**config.mk**
```make
export PLATFORM = sky130hd
export DESIGN_NAME = npu_psum_accumulator
export DESIGN_NICKNAME = d
export VERILOG_FILES = /design/src/rtl/npu_acc_pkg.sv /design/src/rtl/npu_acc_sat_add.sv /design/src/rtl/npu_psum_accumulator.sv
export SDC_FILE = /design/constraint.sdc
export NUM_CORES = 1
export LEC_CHECK = 0
export CAP_MARGIN = 5
export CORE_MARGIN = 2
export CORE_UTILIZATION = 35
export DETAILED_ROUTE_END_ITERATION = 7
export PLACE_DENSITY = 0.67
export SLEW_MARGIN = 30
export SYNTH_ARGS = -nofsm -noshare
export SYNTH_HDL_FRONTEND = slang
export SYNTH_SLANG_ARGS = --single-unit
```
**constraint.sdc**
```tcl
create_clock -name clk -period 3.6 [get_ports clk]
set_clock_uncertainty 0.1 [all_clocks]
set_input_delay 0.72 -clock clk [delete_from_list [all_inputs] [get_ports clk]]
set_output_delay 0.72 -clock clk [all_outputs]
set_load 0.1 [all_outputs]
```
**src/rtl/npu_acc_pkg.sv**
```systemverilog
// npu_acc_pkg: shared state encoding, default widths and signed range helpers for the psum accumulator
package npu_acc_pkg;
  typedef enum logic [1:0] {IDLE, ACCUM, HOLD} state_t;
  localparam int PSUM_W_DEF = 19;
  localparam int ACC_W_DEF = 32;
  localparam int CNT_W_DEF = 8;
  function automatic logic [63:0] acc_smax(input int w);
    return (64'd1 << (w - 1)) - 64'd1;
  endfunction
  function automatic logic [63:0] acc_smin(input int w);
    return 64'd1 << (w - 1);
  endfunction
endpackage

```
**src/rtl/npu_acc_sat_add.sv**
```systemverilog
// npu_acc_sat_add: ACC_W add of a sign-extended psum; clamps and flags overflow when NPU_ACC_SAT_EN is defined
module npu_acc_sat_add import npu_acc_pkg::*; #(
  parameter int PSUM_W = PSUM_W_DEF,
  parameter int ACC_W = ACC_W_DEF
) (
  input  logic [ACC_W-1:0]  acc,
  input  logic [PSUM_W-1:0] psum,
  output logic [ACC_W-1:0]  sum,
  output logic              ovf
);
  logic [ACC_W-1:0] ext;
  logic [ACC_W-1:0] raw;
`ifdef NPU_ACC_SAT_EN
  localparam logic [ACC_W-1:0] SMAX = ACC_W'(acc_smax(ACC_W));
  localparam logic [ACC_W-1:0] SMIN = ACC_W'(acc_smin(ACC_W));
`endif
  always_comb begin
    ext = ACC_W'($signed(psum));
    raw = acc + ext;
`ifdef NPU_ACC_SAT_EN
    ovf = (acc[ACC_W-1] == ext[ACC_W-1]) && (raw[ACC_W-1] != acc[ACC_W-1]);
    sum = ovf ? (acc[ACC_W-1] ? SMIN : SMAX) : raw;
`else
    ovf = 1'b0;
    sum = raw;
`endif
  end
endmodule

```
**src/rtl/npu_psum_accumulator.sv**
```systemverilog
// npu_psum_accumulator: sums cfg_len add-tree psums into one result on valid/ready; NPU_ACC_SAT_EN selects saturating adds
module npu_psum_accumulator import npu_acc_pkg::*; #(
  parameter int PSUM_W = PSUM_W_DEF,
  parameter int ACC_W = ACC_W_DEF,
  parameter int CNT_W = CNT_W_DEF
) (
  input  logic              clk,
  input  logic              rst_n,
  input  logic              start,
  input  logic [CNT_W-1:0]  cfg_len,
  input  logic              psum_valid,
  input  logic [PSUM_W-1:0] psum_data,
  output logic              psum_ready,
  output logic              acc_valid,
  output logic [ACC_W-1:0]  acc_data,
  input  logic              acc_ready,
  output logic              busy,
  output logic              sat_flag
);
  state_t           state_q, state_d;
  logic [CNT_W-1:0] cnt_q, cnt_d, len_q, len_d;
  logic [ACC_W-1:0] acc_q, acc_d, sum;
  logic             sat_q, sat_d, ovf, take, done, launch, last;
  npu_acc_sat_add #(.PSUM_W(PSUM_W), .ACC_W(ACC_W)) u_add (
    .acc(acc_q), .psum(psum_data), .sum(sum), .ovf(ovf)
  );
  assign psum_ready = state_q == ACCUM;
  assign acc_valid = state_q == HOLD;
  assign busy = state_q != IDLE;
  assign acc_data = acc_q;
  assign sat_flag = sat_q;
  always_comb begin
    take = psum_valid && psum_ready;
    done = acc_valid && acc_ready;
    launch = start && (state_q == IDLE || done);
    last = take && cnt_q == len_q - 1'b1;
    state_d = launch ? ACCUM : last ? HOLD : done ? IDLE : state_q;
    len_d = launch ? (cfg_len == '0 ? CNT_W'(1) : cfg_len) : len_q;
    cnt_d = launch ? '0 : take ? cnt_q + 1'b1 : cnt_q;
    acc_d = launch ? '0 : take ? sum : acc_q;
    sat_d = launch ? 1'b0 : sat_q | (take & ovf);
  end
  always_ff @(posedge clk or negedge rst_n) begin
    if (!rst_n) begin
      state_q <= IDLE;
      cnt_q <= '0;
      len_q <= '0;
      acc_q <= '0;
      sat_q <= 1'b0;
    end else begin
      state_q <= state_d;
      cnt_q <= cnt_d;
      len_q <= len_d;
      acc_q <= acc_d;
      sat_q <= sat_d;
    end
  end
endmodule

```
After elaboration in Yosys (flattened, before gate mapping)
Index checks and enable logic that the tools add are counted.
W data, S select, Z words.
{"block": "totals", "output_inout_bits": 36, "reg_bits": 50, "wordCells": 28}
{"block": "classes", "n_eq_ne": 3, "mux": 8, "reduce_logical": 10, "n_addsub": 3}
{"op": "$mux W32", "count": 2}
{"op": "$add A32 B32 Y32", "count": 1}
{"op": "$mux W8", "count": 3}
{"op": "$add A8 B1 Y8 const B", "count": 1}
{"op": "$eq A8 B8 Y1", "count": 1}
{"op": "$logic_not A8 Y1", "count": 1}
{"op": "$sub A8 B1 Y8 const B", "count": 1}
{"op": "$mux W2", "count": 3}
{"op": "$logic_and A1 B1 Y1", "count": 4}
{"op": "$reduce_bool A2 Y1", "count": 2}
{"op": "$reduce_bool A3 Y1", "count": 1}
{"op": "$eq A2 B1 Y1 const B", "count": 1}
{"op": "$eq A2 B2 Y1 const B", "count": 1}
{"op": "$logic_not A2 Y1", "count": 1}
{"op": "$logic_or A1 B1 Y1", "count": 1}

Depth between registers and ports, before layout
Gate-level depths: netlist of the first run.
{"block": "logic_depth", "depth_word": 5, "depth_mapped": 10, "ltp_nobuf": 10}

Modules after synthesis
From an unflattened synthesis of the first run, not the netlist that was laid out.
{"block": "unflattened", "hier_cells": 491, "area_unflattened_um2": 4102.7}
{"module": "npu_psum_accumulator", "seq_area_each_um2": 1276.2, "cells_per_inst": 248, "n_inst": 1, "area_per_inst_um2": 2347.3}
{"module": "npu_acc_sat_add", "seq_area_each_um2": 0.0, "cells_per_inst": 243, "n_inst": 1, "area_per_inst_um2": 1755.4}

Worst setup path after synthesis of the first run
No wires, ideal clock.
{"block": "synth_timing", "kind": "register to register", "from": "register acc_q[0] (netlist: acc_data[0])", "to": "register acc_q[22] (netlist: acc_data[22])", "path_stages_with_launch": 11, "t_arrival_ns": 3.193, "setup_slack_ns": 0.215, "synth_period_minus_slack_ns": 3.385, "cell_sequence": "dfrtp_1 ha_1 fa_1 a211oi_2 o21ai_2 a2111oi_4 o31ai_4 a221oi_4 nor3_2 o21a_1 o31ai_2"}
{"block": "synth_between", "elab_chain_cells": 3}
{"element": "start, declared", "line_no": "npu_psum_accumulator.sv:22", "rtl": "logic [ACC_W-1:0] acc_q, acc_d, sum;"}
{"element": "start signal, assigned", "line_no": "npu_psum_accumulator.sv:48", "rtl": "acc_q <= '0;"}
{"element": "start signal, assigned", "line_no": "npu_psum_accumulator.sv:54", "rtl": "acc_q <= acc_d;"}
{"element": "$add A32 B32 Y32", "line_no": "npu_acc_sat_add.sv:19", "rtl": "raw = acc + ext;"}
{"element": "$mux W32 (2 in series)", "line_no": "npu_psum_accumulator.sv:40", "rtl": "acc_d = launch ? '0 : take ? sum : acc_q;"}
Every way passes these cells. The select of a mux whose other input is x is not followed.
A chain may end at the register's enable or synchronous reset.

Worst setup path in the final report of the first run
{"block": "layout_timing", "from": "input port psum_data[0]", "to": "register acc_q[22] (netlist: acc_data[22])"}
{"block": "layout_between", "elab_chain_cells": 3}
{"element": "start, declared", "line_no": "npu_psum_accumulator.sv:12", "rtl": "input logic [PSUM_W-1:0] psum_data,"}
{"element": "$add A32 B32 Y32", "line_no": "npu_acc_sat_add.sv:19"}
{"element": "$mux W32 (2 in series)", "line_no": "npu_psum_accumulator.sv:40"}
Every way passes these cells. The select of a mux whose other input is x is not followed.

==> results of run 1 <==
## metrics by stage
| stage | util (%) | worst slack [ns] | instance area [sq um] | TNS, ns | hold WS [ns] |
|---|---|---|---|---|---|
| 6_report | 44.5 | 0.161 | 4780 | 0 | 0.360 |
| 5_1_grt | 44.5 | 0.0243 | 4780 | 0 | 0.408 |
| 4_1_cts | 44.5 | 0.105 | 4780 | 0 | 0.388 |
| 3_5_place_dp | 43.6 | -0.222 | 4690 | -0.943 | 0.399 |
| 3_3_place_gp | 43.6 | -0.124 | 4690 | -0.328 | 0.397 |
| 2_1_floorplan | - | 0.215 | 3820 | 0 | 0.324 |
## routing by layer
| layer | global-route usage, % | vias to the layer above | share of wire [%] |
|---|---|---|---|
| li1 | - | 1730 | - |
| met1 | 22.4 | 1704 | 49 |
| met2 | 28.7 | 68 | 46 |
| met3 | 2.53 | 6 | 4.0 |
| met4 | 3.11 | 0 | 0.73 |
| met5 | 0 | - | 0 |
## cell families (layout without fill, tap and decap cells)
group	count (synthesis)	count (layout)	synth area share, %
compound gates	146	146	25.6
xor+xnor	42	42	9.62
mux	6	6	1.73
other cells	1	1	0.0981
flops	50	50	32.7
simple gates	129	129	16.3
fa+ha+maj	34	34	11.3
buf+inv	26	102	2.65
## synth_stat cells, types with 8 or more instances
master / count
a31oi_1: 8
ha_1: 33
xor2_1: 21
o21ai_0: 51
nor2_1: 23
nand4_1: 8
nand3_1: 10
clkbuf_1: 16
a21oi_1: 31
dfrtp_1: 50
a21o_1: 14
nand2_1: 53
inv_1: 9
xnor2_1: 21
## cells in the final DEF (no fill, tap or decap), types with 4 or more instances in the layout
cell	netlist	layout
a21o_1	14	14
a21oi_1	31	31
a22o_1	4	4
a31oi_1	8	8
buf_4	1	40
clkbuf_8	0	5
clkdlybuf4s50_1	0	43
dfrtp_1	50	50
ha_1	33	33
inv_1	9	9
mux2_2	5	5
nand2_1	53	53
nand3_1	10	10
nand4_1	8	8
nor2_1	23	22
nor2b_1	4	4
nor3_1	6	6
o211ai_1	6	6
o21a_1	6	6
o21ai_0	51	51
o21bai_1	6	6
xnor2_1	21	21
xor2_1	21	21
## worst max-delay path, cell delays in order
cell and delay, ns:
clkdlybuf4s50_1 0.40, ha_1 0.22, fa_1 0.42, a211oi_2 0.28, o21ai_2 0.14, a2111oi_4 0.42
o31ai_4 0.15, a221oi_4 0.36, nor3_2 0.09, o21a_1 0.18, o31ai_2 0.18
## sequential cells by signal, indices dropped and copies added, names as in the netlist
register  count
acc_data     32
cnt_q         8
len_q         8
state_q       2
## layout make-up
type,instances,area [sq um],share of cell area (%)
clock inverter,3,26.3,0.549
clock buffer,5,68.8,1.44
tap,140,175,3.66
multi-input combinational,358,2470,51.7
timing repair buffer,85,756,15.8
inverter,9,33.8,0.706
sequential,50,1250,26.2
## worst min path at each step
stage,depth (start not counted),to,slack [ns],from
after floorplan,0,acc_data[0],0.32,rst_n
after global placement,2,acc_data[3],0.40,acc_data[3]
after detailed placement,2,acc_data[11],0.40,acc_data[11]
after CTS,1,acc_data[1],0.39,rst_n
after global routing,1,len_q[2],0.41,rst_n
final,1,len_q[2],0.36,rst_n
==> summary.txt, run 1 <==
Run status
  • Status: completed

Routing
  • DR vias/cell: 5.40
  • ANT nets after route: 0
  • DRC: 0
  • Iter 0 DRT Violations: 103
  • Iteration count of the initial detailed-routing pass: 6
  • Routed vias: 3,508
  • Routed WL: 9560 microns
  • DR WL/cell: 14.7 microns

Timing
  • Relative slew slack: 34.8%
  • Number of setup violations in the final report: 0
  • RSZ-0062 raised after global routing: false
  • Worst-Margin Slew: 0.975 ns
  • Crit share post-route: 95.5%
  • FMAX: 0.291 GHz
  • Final min period: 3.44 ns
  • Pins Over Slew Limit: 0
  • Final hold violation count: 0

Clock network
  • Clk slew on worst S/H paths: 0.11 ns
  • Num CTS Buffers: 5
  • Hold_buf cts: 0
  • Clk_lat worst skew: 0.31 ns
  • Clk sinks: 50
  • Clock root buffer: clkbuf_8
  • Post-cts sizing count: 0
  • Htree depth: 2
  • Post-CTS Setup Bufs: 0
  • CTS tree: built
  • Clock Path Buffers: 2

Finish
  • Fin cells: 650
  • Share of cells above drive strength 1: 14.1%
  • Area grow syn2layout: 25.1%
  • FILL cells: 1,065
  • Ant. Diodes: 0
  • Final-stage net count: 575

Setup path
  • Reg2reg path depth: 10
  • Worst setup path endpoint: acc_data[22]
  • Crit path required time: 3.73 ns
  • Worst Setup SP: psum_data[0]
  • Reg2reg end: acc_data[22]
  • Crit path DAT: 3.57 ns
  • Crit Path Class: input pin to register
  • R2r startpoint: acc_data[0]
  • CP Launch Type: input pin
  • Endpoint type of the worst setup path: register
  • Reg-to-reg slack, setup: 0.55 ns
  • Critical Path Fanout Max: 3

Global route
  • Vias in the first global route: 3,527
  • Antenna violations before repair: 0
  • Largest net degree at the start of global routing: 35
  • Congestion Overflow GR: 0
  • Global-route wire length before repair: 16,200 microns
  • Tot GR Track Use: 16.7%

Logic synthesis
  • Asr flop ratio synth: 100%
  • Mapped Area: 3820 sq um
  • Post-synth cell types: 53
  • Syn avg cell area: 8.81 sq um
  • Number of synthesized flops with an enable pin: 0
  • Yosys warning count: 0
  • Yosys reg bits: 50
  • Leading area contributor after synthesis: dfrtp_1
  • Syn_nets: 500
  • Post-synth top flop: dfrtp_1
  • Mapped Cells: 434
  • Top cell type's share of synthesized area: 32.7%
  • Synth area leaders: dfrtp_1 (33%), ha_1 (11%), o21ai_0 (6.7%), nand2_1 (5.2%), xnor2_1 (4.8%)
  • Part of the Yosys area used for sequential elements: 32.7%

Floorplan
  • Area of the core: 10,700 sq um
  • Die Width: 109 microns
  • Starting Density: 35.6%
  • Total die area: 11,800 sq um
  • Std cell rows: 38
  • IO Count: 68
  • Die Height: 109 microns

Placement
  • PortBufs: 66
  • Number of instances in the placed design: 642
  • RePlAce Congestion: 0.863
  • Post-DP HPWL: 7210 microns

Run
  • Max Cap Viol: 0

Hold path
  • Worst Hold Class: input pin to asynchronous set/reset pin
Power of run 1 is left out: the tool's default activity adds up to more than one toggle a clock period on the data nets, which glitch-free logic cannot reach.
==> run 2: changes to the inputs <==
--- a/config.mk
+++ b/config.mk
@@ -5,11 +5,11 @@
 export SDC_FILE = /design/constraint.sdc
 export NUM_CORES = 1
 export LEC_CHECK = 0
-export CAP_MARGIN = 5
-export CORE_MARGIN = 2
+export CORE_MARGIN = 4
 export CORE_UTILIZATION = 35
 export DETAILED_ROUTE_END_ITERATION = 7
 export PLACE_DENSITY = 0.67
+export SETUP_SLACK_MARGIN = 0.1
 export SLEW_MARGIN = 30
 export SYNTH_ARGS = -nofsm -noshare
 export SYNTH_HDL_FRONTEND = slang
==> run 2 against run 1 <==
  * Final cell count decreased by 0.62%
  * Worst setup slack improved by 0.11 ns
  * Fmax increased by 3.2%
  * Count of clock-buffer cells in the layout unchanged
  * Via count decreased by 1.4%
  * Worst hold slack got worse by 0.071 ns
  * Critical path type unchanged
  * Global-route usage decreased by 0.88 points
  * Final area decreased by 0.42%
==> summary.txt, run 2 (synthesis gave the netlist of run 1 again) <==
Floorplan
  • Area of the core: 10,500 sq um (-2.6%)
  • IO Count: 68 (unchanged)
  • Die Height: 113 microns (+3.7%)
  • Die Width: 113 microns (+3.7%)
  • Total die area: 12,700 sq um (+7.5%)
  • Std cell rows: 37 (-2.6%)
  • Starting Density: 36.5% (+0.96 points)

Finish
  • Number of flip-flops in the largest register: 32 (unchanged)
  • Commonest non-fill, non-tap cell in the layout: nand2_1
  • Most frequent cells in the layout: nand2_1 (53), o21ai_0 (50), dfrtp_1 (50)
  • Share of cells above drive strength 1: 15.1% (+0.98 points)
  • Area grow syn2layout: 24.6%
  • Final-stage net count: 575 (unchanged)
  • Core Util, Final: 45.5% (+1.0 points)
  • Final Cell Area: 4760 sq um (-0.42%)
  • Ant. Diodes: 0 (unchanged)

Timing
  • Slack of the critical path: 0.268 ns (+0.106 ns)
  • Final min period: 3.33 ns (-0.106 ns)
  • Final hold violation count: 0 (unchanged)
  • Crit share post-route: 92.6% (-2.9 points)
  • FMAX: 0.300 GHz (+3.2%)
  • Worst-Margin Slew: 0.981 ns (+0.00572 ns)
  • Relative slew slack: 34.4% (-0.38 points)
  • Number of setup violations in the final report: 0 (unchanged)
  • Pins Over Slew Limit: 0 (unchanged)
  • RSZ-0062 raised after global routing: false
  • Final setup TNS: 0 ns (unchanged)

Placement
  • RePlAce Congestion: 0.900 (+4.3%)
  • PortBufs: 66 (unchanged)
  • Placed inst area: 4660 sq um (-0.64%)
  • Post-DP HPWL: 7490 microns (+3.9%)
  • Post-place setup slack: -0.166 ns (+0.0567 ns)

Setup path
  • Crit Path Class: input pin to register
  • Reg2reg path depth: 10 (unchanged)
  • Reg2reg end: acc_data[18]
  • R2r startpoint: acc_data[0]
  • Critical Path Fanout Max: 3 (unchanged)
  • Reg-to-reg slack, setup: 0.69 ns (+0.14 ns)
  • CP Launch Type: input pin
  • Crit path required time: 3.66 ns (-0.07 ns)
  • Worst setup path endpoint: acc_data[18]
  • Endpoint type of the worst setup path: register
  • Crit path DAT: 3.40 ns (-0.17 ns)
  • Worst Setup SP: psum_data[0]

Global route
  • Antenna violations before repair: 0 (unchanged)
  • Congestion Overflow GR: 0 (unchanged)
  • Vias in the first global route: 3,592 (+1.8%)
  • Largest net degree at the start of global routing: 35 (unchanged)
  • Global-route wire length before repair: 17,000 microns (+4.8%)
  • Tot GR Track Use: 15.9% (-0.88 points)

Routing
  • ANT nets after route: 0 (unchanged)
  • Iteration count of the initial detailed-routing pass: 4 (-2)
  • Iter 0 DRT Violations: 161 (+56%)
  • Routed vias: 3,460 (-1.4%)
  • DR WL/cell: 15.2 microns (+3.4%)
  • DR vias/cell: 5.36 (-0.76%)
  • DRC: 0 (unchanged)
  • Routed WL: 9830 microns (+2.8%)

Clock network
  • Num CTS Buffers: 5 (unchanged)
  • Clock root buffer: clkbuf_8
  • Htree depth: 2 (unchanged)
  • Clk_lat worst skew: 0.31 ns (about the same)
  • Clk slew on worst S/H paths: 0.11 ns (about the same)
  • Hold_buf cts: 0 (unchanged)
  • CTS tree: built
  • Clock Path Buffers: 2 (unchanged)
  • Clk sinks: 50 (unchanged)

Hold path
  • Worst Hold Class: input pin to asynchronous set/reset pin

Run
  • Max Cap Viol: 0 (unchanged)

Run status
  • Status: completed
-- run 2: layout make-up --
type | instances | area [sq um]
sequential | 50 | 1250
tap | 136 | 170
fill | 1017 | 5700
timing repair buffer | 85 | 738
inverter | 9 | 33.8
multi-input combinational | 358 | 2480
clock inverter | 3 | 21.3
clock buffer | 5 | 68.8
-- run 2: metrics by stage --
step | hold WS [ns] | std cells
global placement | 0.396 | 637
CTS | 0.309 | 645
detailed placement | 0.409 | 637
floorplan | 0.324 | 434
finish | 0.289 | 646
global route | 0.331 | 646
-- run 2: what timing repair did --
action                     in CTS  in global routing
setup endpoints to repair       0                  6
buffers inserted                0                  1
resized for setup               0                  4
-- run 2: worst min path at each step --
stage	from	end	slack, ns	cells past startpoint
4_1_cts	rst_n	acc_data[9]	0.31	1
5_1_grt	rst_n	acc_data[9]	0.33	1
6_report	rst_n	acc_data[20]	0.29	1
3_5_place_dp	acc_data[15]	acc_data[15]	0.41	2
2_1_floorplan	rst_n	acc_data[0]	0.32	0
3_3_place_gp	acc_data[3]	acc_data[3]	0.40	2
-- run 2: worst max-delay path, cell delays in order --
cell and delay [ns]:
clkdlybuf4s50_1 0.41, ha_2 0.20, fa_2 0.35, a211oi_2 0.30, o21ai_2 0.12, a2111oi_4 0.43
o31ai_4 0.14, a221oi_4 0.33, buf_4 0.17, xor2_1 0.13, o21ai_0 0.09
-- run 2: per-layer routing --
| layer | GRT usage [%] | part of all wire, % | vias up | wire length [microns] |
|---|---|---|---|---|
| met5 | 0 | 0 | - | 0 |
| met4 | 2.56 | 0.62 | 0 | 61 |
| met3 | 3.29 | 5.4 | 4 | 532 |
| met2 | 27.4 | 46 | 86 | 4530 |
| met1 | 20.8 | 48 | 1643 | 4700 |
| li1 | - | - | 1727 | - |
Power of run 2 is left out for the same reason.
==> run 3: changes to the inputs <==
==> constraint.sdc (replaced) <==
create_clock -name clk -period 3.1 [get_ports clk]
set_clock_uncertainty 0.1 [all_clocks]
set_input_delay 0.62 -clock clk [delete_from_list [all_inputs] [get_ports clk]]
set_output_delay 0.62 -clock clk [all_outputs]
set_load 0.1 [all_outputs]
==> run 3 against run 2 <==
  * Critical path type is now register to register
  * Sequential cell count is the same
  * Worst setup slack worse by 0.21 ns
  * Highest routed layer unchanged
  * Count of clock-buffer cells in the layout unchanged
  * Critical endpoint is now acc_data[30]
  * Largest cell class unchanged
  * Register-to-register slack got worse by 0.63 ns
  * Final area increased by 11%
  * Worst hold slack worse by 0.063 ns
  * Final cell count up 8.8%
==> summary.txt, run 3 (synthesis gave the netlist of run 1 again) <==
Routing
  • ANT nets after route: 0 (unchanged)
  • DRC: 0 (unchanged)
  • Iter 0 DRT Violations: 126 (-22%)
  • DR WL/cell: 15.0 microns (-1.6%)
  • Routed WL: 10,500 microns (+7.0%)
  • Routed vias: 3,697 (+6.8%)
  • DR vias/cell: 5.26 (-1.8%)
  • Iteration count of the initial detailed-routing pass: 5 (+1)

Clock network
  • Clock root buffer: clkbuf_8
  • Hold_buf cts: 0 (unchanged)
  • Clk slew on worst S/H paths: 0.10 ns (about the same)
  • Htree depth: 2 (unchanged)
  • Num CTS Buffers: 5 (unchanged)
  • CTS tree: built
  • Clk_lat worst skew: 0.32 ns (about the same)
  • Clk sinks: 50 (unchanged)
  • Clock Path Buffers: 2 (unchanged)

Timing
  • RSZ-0062 raised after global routing: true
  • Crit share post-route: 98.2%
  • Final min period: 3.04 ns
  • FMAX: 0.329 GHz
  • Final hold violation count: 0 (unchanged)
  • Number of setup violations in the final report: 0 (unchanged)
  • Relative slew slack: 45.9% (+11 points)
  • Worst-Margin Slew: 0.811 ns (-0.170 ns)
  • Pins Over Slew Limit: 0 (unchanged)

Global route
  • Largest net degree at the start of global routing: 31 (-11%)
  • GR Util met2: 27.4% (unchanged)
  • Vias in the first global route: 3,746 (+4.3%)
  • Tot GR Track Use: 16.5% (+0.60 points)
  • Antenna violations before repair: 0 (unchanged)
  • Congestion Overflow GR: 0 (unchanged)
  • Global-route wire length before repair: 17,400 microns (+2.5%)
  • GRT Max-Usage Layer: met2
  • Met1 GRT Util: 21.7% (+0.88 points)
  • Met3 GRT Util: 2.80% (-0.49 points)

Run status
  • Status: completed

Finish
  • Number of flip-flops in the largest register: 32 (unchanged)
  • Share of cells above drive strength 1: 28.0% (+13 points)
  • Commonest non-fill, non-tap cell in the layout: buf_4
  • Core Util, Final: 50.6% (+5.0 points)
  • Most frequent cells in the layout: buf_4 (109), nand2_1 (53), o21ai_0 (44)
  • Ant. Diodes: 0 (unchanged)
  • Area grow syn2layout: 38.4%
  • FILL cells: 994 (-2.3%)
  • Fin cells: 703 (+8.8%)
  • Final-stage net count: 632 (+9.9%)

Placement
  • Post-DP HPWL: 8050 microns (+7.4%)
  • RePlAce Congestion: 0.895 (-0.54%)
  • PortBufs: 66 (unchanged)
  • Number of instances in the placed design: 685 (+7.5%)

Setup path
  • Crit path DAT: 3.16 ns (-0.24 ns)
  • Crit Path Class: register to register
  • WP buf/inv: 1 (-1)
  • Cells along the critical path: ha_4 > fa_2 > a211oi_4 > o21ai_2 > a2111oi_4 > o31ai_4 > a221oi_4 > buf_6 > o41ai_4 > xnor2_1 > o21ai_1
  • Endpoint type of the worst setup path: register
  • CP Launch Type: register
  • Delay-heaviest family, CP: compound AO/OA/AOI/OAI gates
  • WP depth: 11 (unchanged)
  • CP max stage delay: 0.50 ns (+0.07 ns)
  • Crit path required time: 3.21 ns (-0.45 ns)
  • Critical-path top delay cell: dfrtp_4
  • Reg2reg path depth: 11 (+1)
  • Critical Path Fanout Max: 3 (unchanged)

Floorplan
  • Die Width: 113 microns (unchanged)
  • Total die area: 12,700 sq um (unchanged)
  • Starting Density: 36.5% (unchanged)
  • Area of the core: 10,500 sq um (unchanged)
  • IO Count: 68 (unchanged)
  • Std cell rows: 37 (unchanged)
  • Die Height: 113 microns (unchanged)

Run
  • Max Cap Viol: 0 (unchanged)

Hold path
  • Worst Hold Class: input pin to asynchronous set/reset pin
## run 3: per-layer routing
| layer | vias up | wire length (microns) |
|---|---|---|
| met2 | 77 | 5080 |
| met1 | 1753 | 4880 |
| met3 | 19 | 385 |
| met4 | 0 | 174 |
| met5 | - | 0 |
| li1 | 1848 | - |
## run 3: final cells by class
class | count | area [sq um] | area share (%)
clock inverters | 3 | 47.5 | 0.899
repair buffers | 142 | 1150 | 21.8
well taps | 136 | 170 | 3.22
multi-input cells | 358 | 2550 | 48.2
flip-flops and latches | 50 | 1260 | 23.9
clock buffers | 5 | 68.8 | 1.30
inverters | 9 | 33.8 | 0.639
## run 3: final timing paths
path	startpoint	end	slack (ns)
worst min-delay path	rst_n	acc_data[6]	0.23
min in group clk	acc_data[9]	acc_data[9]	0.42
max in group asynchronous	rst_n	acc_data[23]	2.04
worst max register to register	acc_data[0]	acc_data[30]	0.06
worst max-delay path	acc_data[0]	acc_data[30]	0.06
worst min register to register	acc_data[9]	acc_data[9]	0.42
## run 3: through the flow
step	cell area [sq um]	setup TNS [ns]	setup WS [ns]	hold slack (ns)
floorplan	3850	0	0.118	0.224
finish	5290	0	0.0573	0.226
CTS	5210	-0.000628	-0.000628	0.249
detailed placement	5030	-4.75	-0.523	0.399
global route	5290	-0.190	-0.102	0.289
global placement	5030	-3.62	-0.417	0.391
## run 3: timing repair
item	in CTS	in global routing
endpoints found under the hold margin	0	0
resized for setup	9	12
pin swaps	10	18
endpoints found under the setup margin	8	14
buffers inserted	6	4
Power of run 3 is left out for the same reason.
